[src/rtl/add_round_key_stage.sv]
// AES-128 AddRoundKey stage: XORs each beat with its round key, tracks the round sequence
// and buffers results in a 2-entry output FIFO (head presented on out_*).
module add_round_key_stage #(
   parameter int NR      = 10,
   parameter int STATE_W = 128
) (
   input  logic               clk,
   input  logic               rst_n,
   input  logic               in_valid,
   output logic               in_ready,
   input  logic [STATE_W-1:0] in_state,
   input  logic               in_first,
   output logic [3:0]         rk_idx,
   input  logic [STATE_W-1:0] rk_data,
   output logic               out_valid,
   input  logic               out_ready,
   output logic [STATE_W-1:0] out_state,
   output logic [3:0]         out_round,
   output logic               out_last,
   output logic               sync_err,
   input  logic               clr_err
);

   localparam logic [3:0] LAST_RND = 4'(NR);

   typedef struct packed {
      logic [STATE_W-1:0] st;
      logic [3:0]         rnd;
      logic               last;
   } entry_t;

   logic [1:0] count_q, count_d;
   entry_t     e0_q, e0_d, e1_q, e1_d, new_e;
   logic [3:0] rnd_q, rnd_d, used;
   logic       err_q, err_d, push, pop, viol;

   assign in_ready  = (count_q != 2'd2);
   assign out_valid = (count_q != 2'd0);
   assign rk_idx    = used;
   assign out_state = e0_q.st;
   assign out_round = e0_q.rnd;
   assign out_last  = e0_q.last;
   assign sync_err  = err_q;

   always_comb begin
      used       = in_first ? 4'd0 : rnd_q;
      push       = in_valid && in_ready;
      pop        = out_valid && out_ready;
      viol       = push && (in_first ? (rnd_q != 4'd0) : (rnd_q == 4'd0));
      new_e.st   = in_state ^ rk_data;
      new_e.rnd  = used;
      new_e.last = (used == LAST_RND);

      rnd_d = rnd_q;
      if (push) rnd_d = new_e.last ? 4'd0 : used + 4'd1;

      // A violation in the same cycle as clr_err keeps the flag set
      err_d = viol ? 1'b1 : (clr_err ? 1'b0 : err_q);

      e0_d    = e0_q;
      e1_d    = e1_q;
      count_d = count_q;
      case ({push, pop})
         2'b10: begin
            if (count_q == 2'd0) e0_d = new_e;
            else                 e1_d = new_e;
            count_d = count_q + 2'd1;
         end
         2'b01: begin
            e0_d    = e1_q;
            count_d = count_q - 2'd1;
         end
         // Push with pop is only possible at count 1, so the new beat becomes the head
         2'b11:   e0_d = new_e;
         default: ;
      endcase
   end

   always_ff @(posedge clk or negedge rst_n) begin
      if (!rst_n) begin
         count_q <= 2'd0;
         rnd_q   <= 4'd0;
         err_q   <= 1'b0;
         e0_q    <= '0;
         e1_q    <= '0;
      end else begin
         count_q <= count_d;
         rnd_q   <= rnd_d;
         err_q   <= err_d;
         e0_q    <= e0_d;
         e1_q    <= e1_d;
      end
   end

endmodule

[config.mk]
export PLATFORM = sky130hd
export DESIGN_NAME = add_round_key_stage
export DESIGN_NICKNAME = d
export VERILOG_FILES = /design/src/rtl/add_round_key_stage.sv
export SDC_FILE = /design/constraint.sdc
export NUM_CORES = 1
export LEC_CHECK = 0
export CORE_AREA = 10 10 223 225
export CTS_CLUSTER_DIAMETER = 30
export DETAILED_ROUTE_END_ITERATION = 8
export DIE_AREA = 0 0 233 235
export PLACE_DENSITY = 0.6
export SLEW_MARGIN = 0
export SYNTH_ARGS = -nofsm -noshare
export SYNTH_HDL_FRONTEND = slang
export SYNTH_SLANG_ARGS = --single-unit
[constraint.sdc]
create_clock -name clk -period 4.05 [get_ports clk]
set_input_delay 0.405 -clock clk [delete_from_list [all_inputs] [get_ports clk]]
set_output_delay 0.405 -clock clk [all_outputs]
set_load 0.01 [all_outputs]
# Yosys cells after proc, flatten, opt, wreduce, memory -nomap -nowiden
# Cells that the tools add are included.
[totals]
wordCells = 40
output_inout_bits = 140
reg_bits = 273
input_bits = 262
[op_classes]
add_sub_neg = 3
bitwise = 2
reduce_logical = 12
muxes = 8
n_eq_ne = 6
[op_table]
columns = ["op", "count"]
rows = [
  ["$pmux W133 S3", 1],
  ["$mux W133", 1],
  ["$xor A128 B128 Y128", 1],
  ["$mux W4", 2],
  ["$reduce_bool A2 Y1", 3],
  ["$add A4 B1 Y4 const B", 1],
  ["$eq A2 B2 Y1 const B", 2],
  ["$eq A4 B4 Y1 const B", 1],
  ["$logic_not A4 Y1", 1],
  ["$ne A2 B2 Y1 const B", 2],
  ["$pmux W2 S2", 1],
  ["$reduce_and A2 Y1", 2],
  ["$reduce_bool A4 Y1", 1],
  ["$logic_and A1 B1 Y1", 3],
  ["$mux W1", 3],
  ["$reduce_bool A3 Y1", 1],
  ["$add A2 B1 Y2 const B", 1],
  ["$eq A2 B1 Y1 const B", 1],
  ["$logic_not A2 Y1", 1],
  ["$sub A2 B1 Y2 const B", 1],
  ["$not A1 Y1", 1],
]

# Logic depth before layout (Yosys ltp)
# Gate-level depths: netlist of the first run.
[depth]
depth_word = 5
mapped_depth = 10
ltp_nobuf = 7

# Worst setup path before layout of the first run
# Ideal clock, no wire load.
[synth_timing]
kind = "reg2reg"
from = "register count_q[0]"
to = "register e0_q, in the netlist out_state[36]"
required_ns = 3.922
setup_time_ns = 0.128
n_path_buf = 3
stages_incl_launch_ff = 9
slack_ns = 1.649
arrival_ns = 2.273
cell_sequence = "dfrtp_1 -> nand2b_1 -> nand2_1 -> ha_1 -> buf_2 -> buf_2 -> clkbuf_1 -> mux2_2 -> mux2_1"
[synth_via]
elab_chain_len = 5
elab_cells_between_ends = 12
[synth_lines]
columns = ["element", "line", "text"]
rows = [
  ["start, declared", "32", "logic [1:0] count_q, count_d;"],
  ["start signal, assigned", "87", "count_q <= count_d;"],
  ["$ne A2 B2 Y1 *", "37", "assign in_ready = (count_q != 2'd2);"],
  ["via in_ready", "10", "output logic in_ready,"],
  ["$logic_and A1 B1 Y1 *", "47", "push = in_valid && in_ready;"],
  ["$eq A2 B2 Y1 or $eq A2 B1 Y1 (tied branches)", "63", "case ({push, pop})"],
  ["$ne A2 B2 Y1 (no line) or $reduce_bool A3 Y1 (tied branches)", "n/a", ""],
  ["$reduce_and A2 Y1 (no line)", "n/a", ""],
  ["end signal, assigned", "84", "e0_q <= '0;"],
  ["end signal, assigned", "90", "e0_q <= e0_d;"],
  ["end, declared", "33", "entry_t e0_q, e0_d, e1_q, e1_d, new_e;"],
]
# The timed path passes the listed nets; every way through them passes the cells marked *.
# A chain may end at the register's enable or synchronous reset.

# Final worst setup path of the first run
[layout_timing]
from = "register count_q[0]"
to = "register e0_q, in the netlist out_state[78]"
[layout_via]
elab_chain_len = 5
elab_cells_between_ends = 12
[layout_lines]
columns = ["element", "line"]
rows = [
  ["$ne A2 B2 Y1 or $reduce_bool A2 Y1 (tied branches)", "37, 38"],
  ["$logic_and A1 B1 Y1, on equally long branches", "47, 48"],
  ["$eq A2 B2 Y1 or $eq A2 B1 Y1 (tied branches)", "63"],
  ["$ne A2 B2 Y1 (no line) or $reduce_bool A3 Y1 (tied branches)", "n/a"],
  ["$reduce_and A2 Y1 (no line)", "n/a"],
]
# Parallel ways exist; a longest one is shown, timed or not.

==> results of run 1 <==
[layer usage]
layer / wire [um] / track usage [%] / share of wire (%)
met1: 14400 / 14.7 / 39
met2: 18700 / 23.1 / 51
met3: 3150 / 5.20 / 8.6
met4: 671 / 4.69 / 1.8
met5: 0 / 0 / 0
[layout by cell type (no fill, tap or decap), types with 2 or more instances in the layout]
master,synthesis,final
o22ai_1,2,2
mux2i_1,39,39
xnor2_1,42,42
clkbuf_16,0,77
buf_12,0,8
o2bb2ai_1,2,2
buf_4,13,4
clkdlybuf4s50_1,0,400
o21ai_4,0,2
nand2b_1,8,8
mux2_1,69,69
mux2_2,243,243
xor2_1,90,90
and3b_1,2,2
clkinvlp_4,0,8
inv_6,0,2
inv_1,48,48
clkinv_2,0,9
bufinv_16,0,6
clkinv_8,0,2
diode_2,0,2
clkbuf_1,15,7
nor2b_1,2,2
clkbuf_8,0,13
clkinv_4,0,3
dfrtp_1,273,273
o21ai_0,47,47
nand2_1,49,49
[logic make-up after synthesis]
group	Yosys count	share of synthesized area, %
multiplexers	351	30.0
flip-flops	273	52.5
XOR/XNOR	132	8.88
buffers and inverters	103	3.60
AND/OR/NAND/NOR	66	2.23
AO/OA/AOI/OAI	61	2.61
adder cells (fa/ha/maj)	2	0.192
[sequential cells by signal, indices dropped and copies added, names as in the netlist]
name,cells
out_round,4
out_last,1
count_q,2
e1_q,133
sync_err,1
out_state,128
rnd_q,4
[worst max-delay path: stages, from the launching register on]
cell      delay (ns)
dfrtp_1         0.47
nand2b_1        0.29
nand2_1         0.28
ha_4            0.43
buf_12          0.33
mux2_2          0.37
mux2_1          0.30
[final cells by class]
type | instances | area (um2)
fillers | 4146 | 24800
flip-flops and latches | 273 | 6830
multi-input cells | 612 | 5750
repair buffers | 414 | 4220
clock buffers | 97 | 2130
well taps | 600 | 751
clock inverters | 31 | 382
inverters | 48 | 180
diodes | 2 | 5.00
[metrics by stage]
step / hold slack [ns] / power (mW) / instances / worst slack (ns)
floorplan: 0.109 / 7.84 / 988 / 1.65
detailed placement: 0.471 / 10.6 / 1946 / 1.23
global placement: 0.461 / 10.4 / 1946 / 1.24
finish: 0.442 / 16.2 / 2077 / 1.36
CTS: 0.400 / 16.5 / 2075 / 1.34
global route: 0.422 / 17.1 / 2076 / 1.19
[final timing paths]
check                         startpoint  slack [ns]  depth (start not counted)        endpoint
max                           count_q[0]        1.36                          6   out_state[78]
min reg2reg                out_state[66]        0.47                          1   out_state[66]
max reg2reg                   count_q[0]        1.36                          6   out_state[78]
min in group asynchronous          rst_n        0.49                          2  out_state[117]
min                              clr_err        0.44                          2        sync_err
max in group asynchronous          rst_n        2.38                          3    out_round[3]
[power by group]
group          internal (mW)  leakage [nW]  switching [mW]
Combinational           3.23          4.01            2.36
Clock                   4.05          1.22            1.71
Sequential              4.12          3.27           0.679
Total                   11.4          8.50            4.75
==> flow_summary.ini, run 1 <==
[drt]
drt_iter0_drc = 306
vias = 9051
vias_per_cell = 4.36
wirelength_um = 36900
drc_errors = 0
drt_first_pass_iters = 5
postRouteAntennaNets = 0
routedWlPerCell_um = 17.8

[sta]
fin_tns_setup_ns = 0
max_freq_mhz = 372
slew_violations = 0
rsz0062_at_grt = false
worstMarginPinSlew_ns = 1.01
fin_skew_ns = 0.0166
final_hold_viol_count = 0
period_needed_ns = 2.69
setup_viol = 0
min_period_over_period_pct = 66.4
slew_headroom_pct = 32.5

[critical_path]
cp_max_fo = 50
start_kind = flop
crit_arrival_ns = 3.12
cp.required_ns = 4.48
endpoint_kind = flop
crit_type = flop to flop

[clock_network]
cts_hold_buf = 1
cts_tree = yes
clock_sinks = 273
cts_root_buffer = clkbuf_16
clockBufferDepth = 3
cts_resized = 0
cts_setup_buffers = 0
clock_latency_ns = 0.56
htreeDepth = 3
path_clk_slew_ns = 0.04
cts_inserted_buffers = 74

[global_route]
gr-total-overflow = 0
grt_first_pass_wirelength_um = 58200
grt_pass1_vias = 10200
grt_antenna_before_repair = 1
grt_max_degree = 121
grt_usage_pct = 13.4

[die]
die_area_mm2 = 0.0548
die_w_um = 233
ios = 402
core_mm2 = 0.0451
num_rows = 78
initial_core_util_pct = 28.9
die_y_um = 235

[logic_synthesis]
synth-seq-area-share_pct = 52.5
synth_area_leaders = dfrtp_1 (52%), mux2_2 (21%), xor2_1 (6.1%), mux2_1 (6.0%), mux2i_1 (3.0%)
synth.avg_cell_area_um2 = 13.2
yosysTopAreaCellShare_pct = 52.5
netlist_area_mm2 = 0.0130
synth.distinct_cells = 32
synth.most_common_cell = dfrtp_1
synthTopCellsByCount = dfrtp_1 (273), mux2_2 (243), xor2_1 (90)
yosys_warnings = 0
yosys.area.top_type = dfrtp_1
synthArstFlopShare_pct = 100
ys_ff_latch = 273
ys.flop_type = dfrtp_1
synth_edf_count = 0
netlist_instances = 988
syn_nets = 1252

[power_and_ir_drop]
total_leakage_power_nw = 8.50
powerDensity_mw_per_mm2 = 798
peakVddDrop_mv = 0.378

[placed_design]
numPortBuffers = 401
dp_hpwl_um = 26300
place_congestion = 0.761
place_area_mm2 = 0.0177

[final_layout]
fin_nets = 1687
synthToLayoutAreaGrowth_pct = 55.6
drive_gt1_share_pct = 25.8
fin_area_mm2 = 0.0202
utilization_pct = 44.9

[min_path]
hp-class = input port to flop

[status]
status = finished clean

[flow_run]
maxCapViolations = 0
No activity file was read; power rests on OpenSTA's default activity.
==> run 2: changes to the inputs <==
--- a/config.mk
+++ b/config.mk
@@ -9,7 +9,7 @@
 export CTS_CLUSTER_DIAMETER = 30
 export DETAILED_ROUTE_END_ITERATION = 8
 export DIE_AREA = 0 0 233 235
-export PLACE_DENSITY = 0.6
+export PLACE_DENSITY = 0.62
 export SLEW_MARGIN = 0
 export SYNTH_ARGS = -nofsm -noshare
 export SYNTH_HDL_FRONTEND = slang
==> constraint.sdc (replaced) <==
create_clock -name clk -period 2.45 [get_ports clk]
set_input_delay 0.245 -clock clk [delete_from_list [all_inputs] [get_ports clk]]
set_output_delay 0.245 -clock clk [all_outputs]
set_load 0.01 [all_outputs]
==> run 2 against run 1 <==
Net effect: clock-buffer cell count increased by 2; sequential share of layout area decreased by 0.69 points; largest cell class unchanged; register-to-register slack worse by 1.1 ns; largest power group unchanged.
==> flow_summary.ini, run 2 (synthesis gave the netlist of run 1 again) <==
[status]
status = finished clean

[global_route]
grt_first_pass_wirelength_um = 59300
grt_usage_pct = 13.7
grt_antenna_before_repair = 0
gr-total-overflow = 0
grt_pass1_vias = 10200
grt_max_degree = 68

[final_layout]
diodes = 0
fin_nets = 1708
drive_gt1_share_pct = 26.7
utilization_pct = 45.8
fin_area_mm2 = 0.0207
final_common_cell = clkdlybuf4s50_1
regMostFlops = e1_q
largest_reg_flops = 133
fin_cells = 2101
final_cell_mix = clkdlybuf4s50_1 (400), dfrtp_1 (273), mux2_2 (243), xor2_1 (90), clkbuf_16 (74)
synthToLayoutAreaGrowth_pct = 58.8

[drt]
drt_iter0_drc = 305
postRouteAntennaNets = 0
vias = 9096
vias_per_cell = 4.33
drc_errors = 0
wirelength_um = 37700
drt_first_pass_iters = 4
routedWlPerCell_um = 17.9

[sta]
slew_violations = 0
fin_tns_setup_ns = 0
slew_headroom_pct = 59.0
period_needed_ns = 2.19
worstMarginPinSlew_ns = 0.615
fin_skew_ns = 0.0101
fin_hold_ws_ns = 0.241
setup_viol = 0
max_freq_mhz = 456
final_hold_viol_count = 0
rsz0062_at_grt = false
min_period_over_period_pct = 89.6

[clock_network]
clockBufferDepth = 3
cts_hold_buf = 1
cts_root_buffer = clkbuf_16
clock_sinks = 273
htreeDepth = 3
cts_inserted_buffers = 73
cts_tree = yes
cts_setup_buffers = 0
clock_latency_ns = 0.56
path_clk_slew_ns = 0.04
cts_resized = 0

[die]
ios = 402
num_rows = 78
die_w_um = 233
initial_core_util_pct = 28.9
die_area_mm2 = 0.0548
die_y_um = 235
core_mm2 = 0.0451

[min_path]
hp-class = input port to asynchronous set/reset pin

[critical_path]
start_kind = flop
crit_type = flop to output pin
crit_arrival_ns = 1.95
cp_max_fo = 6
cp.required_ns = 2.20
endpoint_kind = output pin

[placed_design]
place_area_mm2 = 0.0180
placed_cells = 1968
numPortBuffers = 401
place_congestion = 0.725
dp_hpwl_um = 27300

[power_and_ir_drop]
total_leakage_power_nw = 8.72
powerDensity_mw_per_mm2 = 1340
peakVddDrop_mv = 0.583

[flow_run]
maxCapViolations = 0
-- run 2: changes by cell type in the layout (fill, tap and decap cells not counted), sizes merged --
cell and change:
buf +22, bufinv +9, diode -2, clkinv -4, clkinvlp -3, clkbuf +2
-- run 2: final timing paths --
| check | to | startpoint | cells after the start | slack, ns |
|---|---|---|---|---|
| min in group clk | sync_err | clr_err | 2 | 0.26 |
| setup / recovery | in_ready | count_q[0] | 3 | 0.26 |
| hold reg to reg | e1_q[91] | e1_q[91] | 2 | 0.47 |
| setup reg to reg | out_state[85] | count_q[0] | 6 | 0.29 |
| max in group asynchronous | out_state[13] | rst_n | 3 | 1.46 |
| hold / removal | out_state[110] | rst_n | 2 | 0.24 |
-- run 2: worst max-delay path: stages, from the launching register on --
cell	delay (ns)
dfrtp_1	0.49
nand2b_1	0.17
buf_4	0.14
clkdlybuf4s50_1	0.59
-- run 2: area by class of cell --
class	count	area (um2)
Tap cell	600	751
Multi-Input combinational cell	612	5750
Fill cell	4106	24400
Timing Repair Buffer	436	4480
Clock buffer	99	2080
Clock inverter	33	598
Sequential cell	273	6830
Inverter	48	180
-- run 2: through the flow --
step / setup WS, ns / total power, mW
global placement: 0.105 / 17.5
CTS: 0.194 / 28.3
detailed placement: 0.0999 / 17.8
global route: 0.145 / 29.4
floorplan: 0.0495 / 13.0
finish: 0.255 / 27.8
-- run 2: power by group --
group | internal [mW] | leakage (nW) | switching (mW) | total, mW
logic | 5.59 | 4.15 | 3.96 | 9.55
registers | 6.81 | 3.27 | 1.15 | 7.96
clock network | 7.46 | 1.29 | 2.79 | 10.3
total | 19.9 | 8.72 | 7.90 | 27.8
-- run 2: routing by layer --
layer	vias up	wire length, um	track usage (%)
met3	48	2760	4.82
li1	4320	-	-
met2	262	19100	23.4
met1	4466	15100	15.5
met5	-	0	0
met4	0	736	4.98
==> run 3: changes to the inputs <==
--- a/config.mk
+++ b/config.mk
@@ -5,11 +5,12 @@
 export SDC_FILE = /design/constraint.sdc
 export NUM_CORES = 1
 export LEC_CHECK = 0
-export CORE_AREA = 10 10 223 225
+export ABC_AREA = 1
+export CORE_AREA = 10 10 225 227
 export CTS_CLUSTER_DIAMETER = 30
 export DETAILED_ROUTE_END_ITERATION = 8
-export DIE_AREA = 0 0 233 235
-export PLACE_DENSITY = 0.62
+export DIE_AREA = 0 0 235 237
+export PLACE_DENSITY = 0.61
 export SLEW_MARGIN = 0
 export SYNTH_ARGS = -nofsm -noshare
 export SYNTH_HDL_FRONTEND = slang
==> run 3 against run 2 <==
Net effect: synthesized area is 1.7% higher; global-route usage increased by 1.8 points; clock power down 11%; critical path depth unchanged; utilization decreased by 1.9 points; worst hold slack worse by 0.0062 ns; clock-buffer cell count is the same; register-to-register slack better by 0.17 ns; total power fell by 5.6%; combinational power is 3.6% lower; highest routed layer is now met5.
==> flow_summary.ini, run 3 <==
[die]
num_rows = 79
core_mm2 = 0.0462
ios = 402
die_w_um = 235
initial_core_util_pct = 28.7
die_y_um = 237
die_area_mm2 = 0.0557

[placed_design]
place_congestion = 0.766
numPortBuffers = 401
dp_worst_setup_slack_ns = 0.358
dp_hpwl_um = 30100

[critical_path]
max_stage_delay_ns = 0.66
r2r_start = count_q[0]
path_buf_inv = 2
cp_slowest_cell = clkdlybuf4s50_1
rrSetupSlack_ns = 0.46
cp_max_fo = 6
crit_chain = nand2_1 > inv_1 > clkdlybuf4s50_1
reg2regPathDepth = 10
endpoint_kind = output pin
rr_endpoint = out_round[3]
crit_arrival_ns = 1.93
crit_type = flop to output pin
path_delay_family = buffers and inverters
start_kind = flop
cp.required_ns = 2.20

[logic_synthesis]
synth.distinct_cells = 22
ys.flop_type = dfrtp_1
yosys_warnings = 0
syn_nets = 2001
yosysTopAreaCellShare_pct = 51.6
ys_ff_latch = 273
synth.most_common_cell = nand2_1
yosys.area.top_type = dfrtp_1
synth.avg_cell_area_um2 = 7.62
netlist_area_mm2 = 0.0132
synthTopCellsByCount = nand2_1 (1185), dfrtp_1 (273), xor2_1 (128)
netlist_instances = 1737
synth_area_leaders = dfrtp_1 (52%), nand2_1 (34%), xor2_1 (8.5%), buf_2 (1.9%), buf_6 (0.94%)
synth-seq-area-share_pct = 51.6
synth_edf_count = 0
synthArstFlopShare_pct = 100

[global_route]
grt_pass1_vias = 12600
grt_first_pass_wirelength_um = 70100
grt_antenna_before_repair = 1
grt_max_degree = 79
grt_usage_pct = 15.5
gr-total-overflow = 0

[final_layout]
fin_nets = 2407
synthToLayoutAreaGrowth_pct = 53.2
final_common_cell = nand2_1
diodes = 0
nFillCells = 4437
largest_reg_flops = 133
regMostFlops = e1_q
final_cell_mix = nand2_1 (1184), clkdlybuf4s50_1 (400), dfrtp_1 (273), xor2_1 (128), clkbuf_16 (74)
drive_gt1_share_pct = 6.87

[min_path]
hp-class = input port to asynchronous set/reset pin

[clock_network]
cts_resized = 0
cts_setup_buffers = 0
cts_hold_buf = 1
htreeDepth = 3
cts_tree = yes
cts_root_buffer = clkbuf_16
clockBufferDepth = 3
clock_latency_ns = 0.58
path_clk_slew_ns = 0.04
cts_inserted_buffers = 70
clock_sinks = 273

[drt]
routedWlPerCell_um = 15.6
vias = 12200
drt_iter0_drc = 710
drc_errors = 0
drt_first_pass_iters = 5
postRouteAntennaNets = 0
vias_per_cell = 4.33
wirelength_um = 43900

[sta]
fin_tns_setup_ns = 0
worstMarginPinSlew_ns = 0.616
fin_skew_ns = 0.0213
fin_hold_ws_ns = 0.235
rsz0062_at_grt = false
min_period_over_period_pct = 88.9
slew_violations = 0
timing.final.ws_setup_ns = 0.272
max_freq_mhz = 459
slew_headroom_pct = 58.9
setup_viol = 0
period_needed_ns = 2.18
final_hold_viol_count = 0

[status]
status = finished clean

[flow_run]
maxCapViolations = 0

[power_and_ir_drop]
power_mw = 26.2
powerDensity_mw_per_mm2 = 1290
total_leakage_power_nw = 10.4
peakVddDrop_mv = 0.541
[run 3: cell types whose count changed after synthesis, sizes merged, moves of 35 or more]
cell / delta
buf: +35
nand2: +1138
mux2i: -39
mux2: -312
xnor2: -40
xor2: +38
[run 3: cell type report]
type | instances | area, um2 | area share, %
flip-flops and latches | 273 | 6830 | 33.7
multi-input cells | 1356 | 5830 | 28.7
repair buffers | 426 | 4400 | 21.7
clock buffers | 99 | 2080 | 10.2
well taps | 607 | 759 | 3.74
clock inverters | 29 | 319 | 1.57
inverters | 16 | 67.6 | 0.333
[run 3: layer usage]
| metal | routed length (um) | vias to the layer above | part of all wire (%) | track usage [%] |
|---|---|---|---|---|
| met2 | 21800 | 346 | 50 | 26.3 |
| met4 | 1130 | 2 | 2.6 | 5.47 |
| met5 | 18 | - | 0.041 | 0 |
| li1 | - | 6032 | - | - |
| met1 | 18000 | 5698 | 41 | 18.0 |
| met3 | 2910 | 81 | 6.6 | 5.13 |
[run 3: power breakdown]
group / internal, mW / switching (mW) / total (mW)
Combinational: 4.03 / 5.18 / 9.21
Sequential: 6.65 / 1.15 / 7.80
Clock: 6.39 / 2.81 / 9.19
Total: 17.1 / 9.14 / 26.2
[run 3: cell families after synthesis]
| logic type | count (synthesis) | share of synthesized area [%] |
|---|---|---|
| compound gates | 22 | 0.851 |
| fa+ha+maj | 2 | 0.189 |
| flops | 273 | 51.6 |
| xor+xnor | 130 | 8.60 |
| buf+inv | 108 | 4.51 |
| simple gates | 1202 | 34.2 |
[run 3: how the worst max path moves through the flow]
| stage | from | endpoint | slack (ns) | cells past startpoint |
|---|---|---|---|---|
| 2_1_floorplan | count_q[0] | out_state[10] | 0.67 | 13 |
| 3_3_place_gp | in_first | rk_idx[3] | 0.41 | 5 |
| 3_5_place_dp | out_ready | out_state[41] | 0.36 | 9 |
| 4_1_cts | rnd_q[0] | rk_idx[0] | 0.23 | 3 |
| 5_1_grt | rnd_q[0] | rk_idx[0] | 0.16 | 3 |
| 6_report | rnd_q[0] | rk_idx[0] | 0.27 | 3 |
[run 3: stage by stage]
| stage | std cells | utilization [%] | area (um2) |
|---|---|---|---|
| floorplan | 1737 | - | 13200 |
| global placement | 2677 | 38.7 | 17900 |
| detailed placement | 2677 | 38.7 | 17900 |
| CTS | 2806 | 43.9 | 20300 |
| global route | 2806 | 43.9 | 20300 |
| finish | 2806 | 43.9 | 20300 |
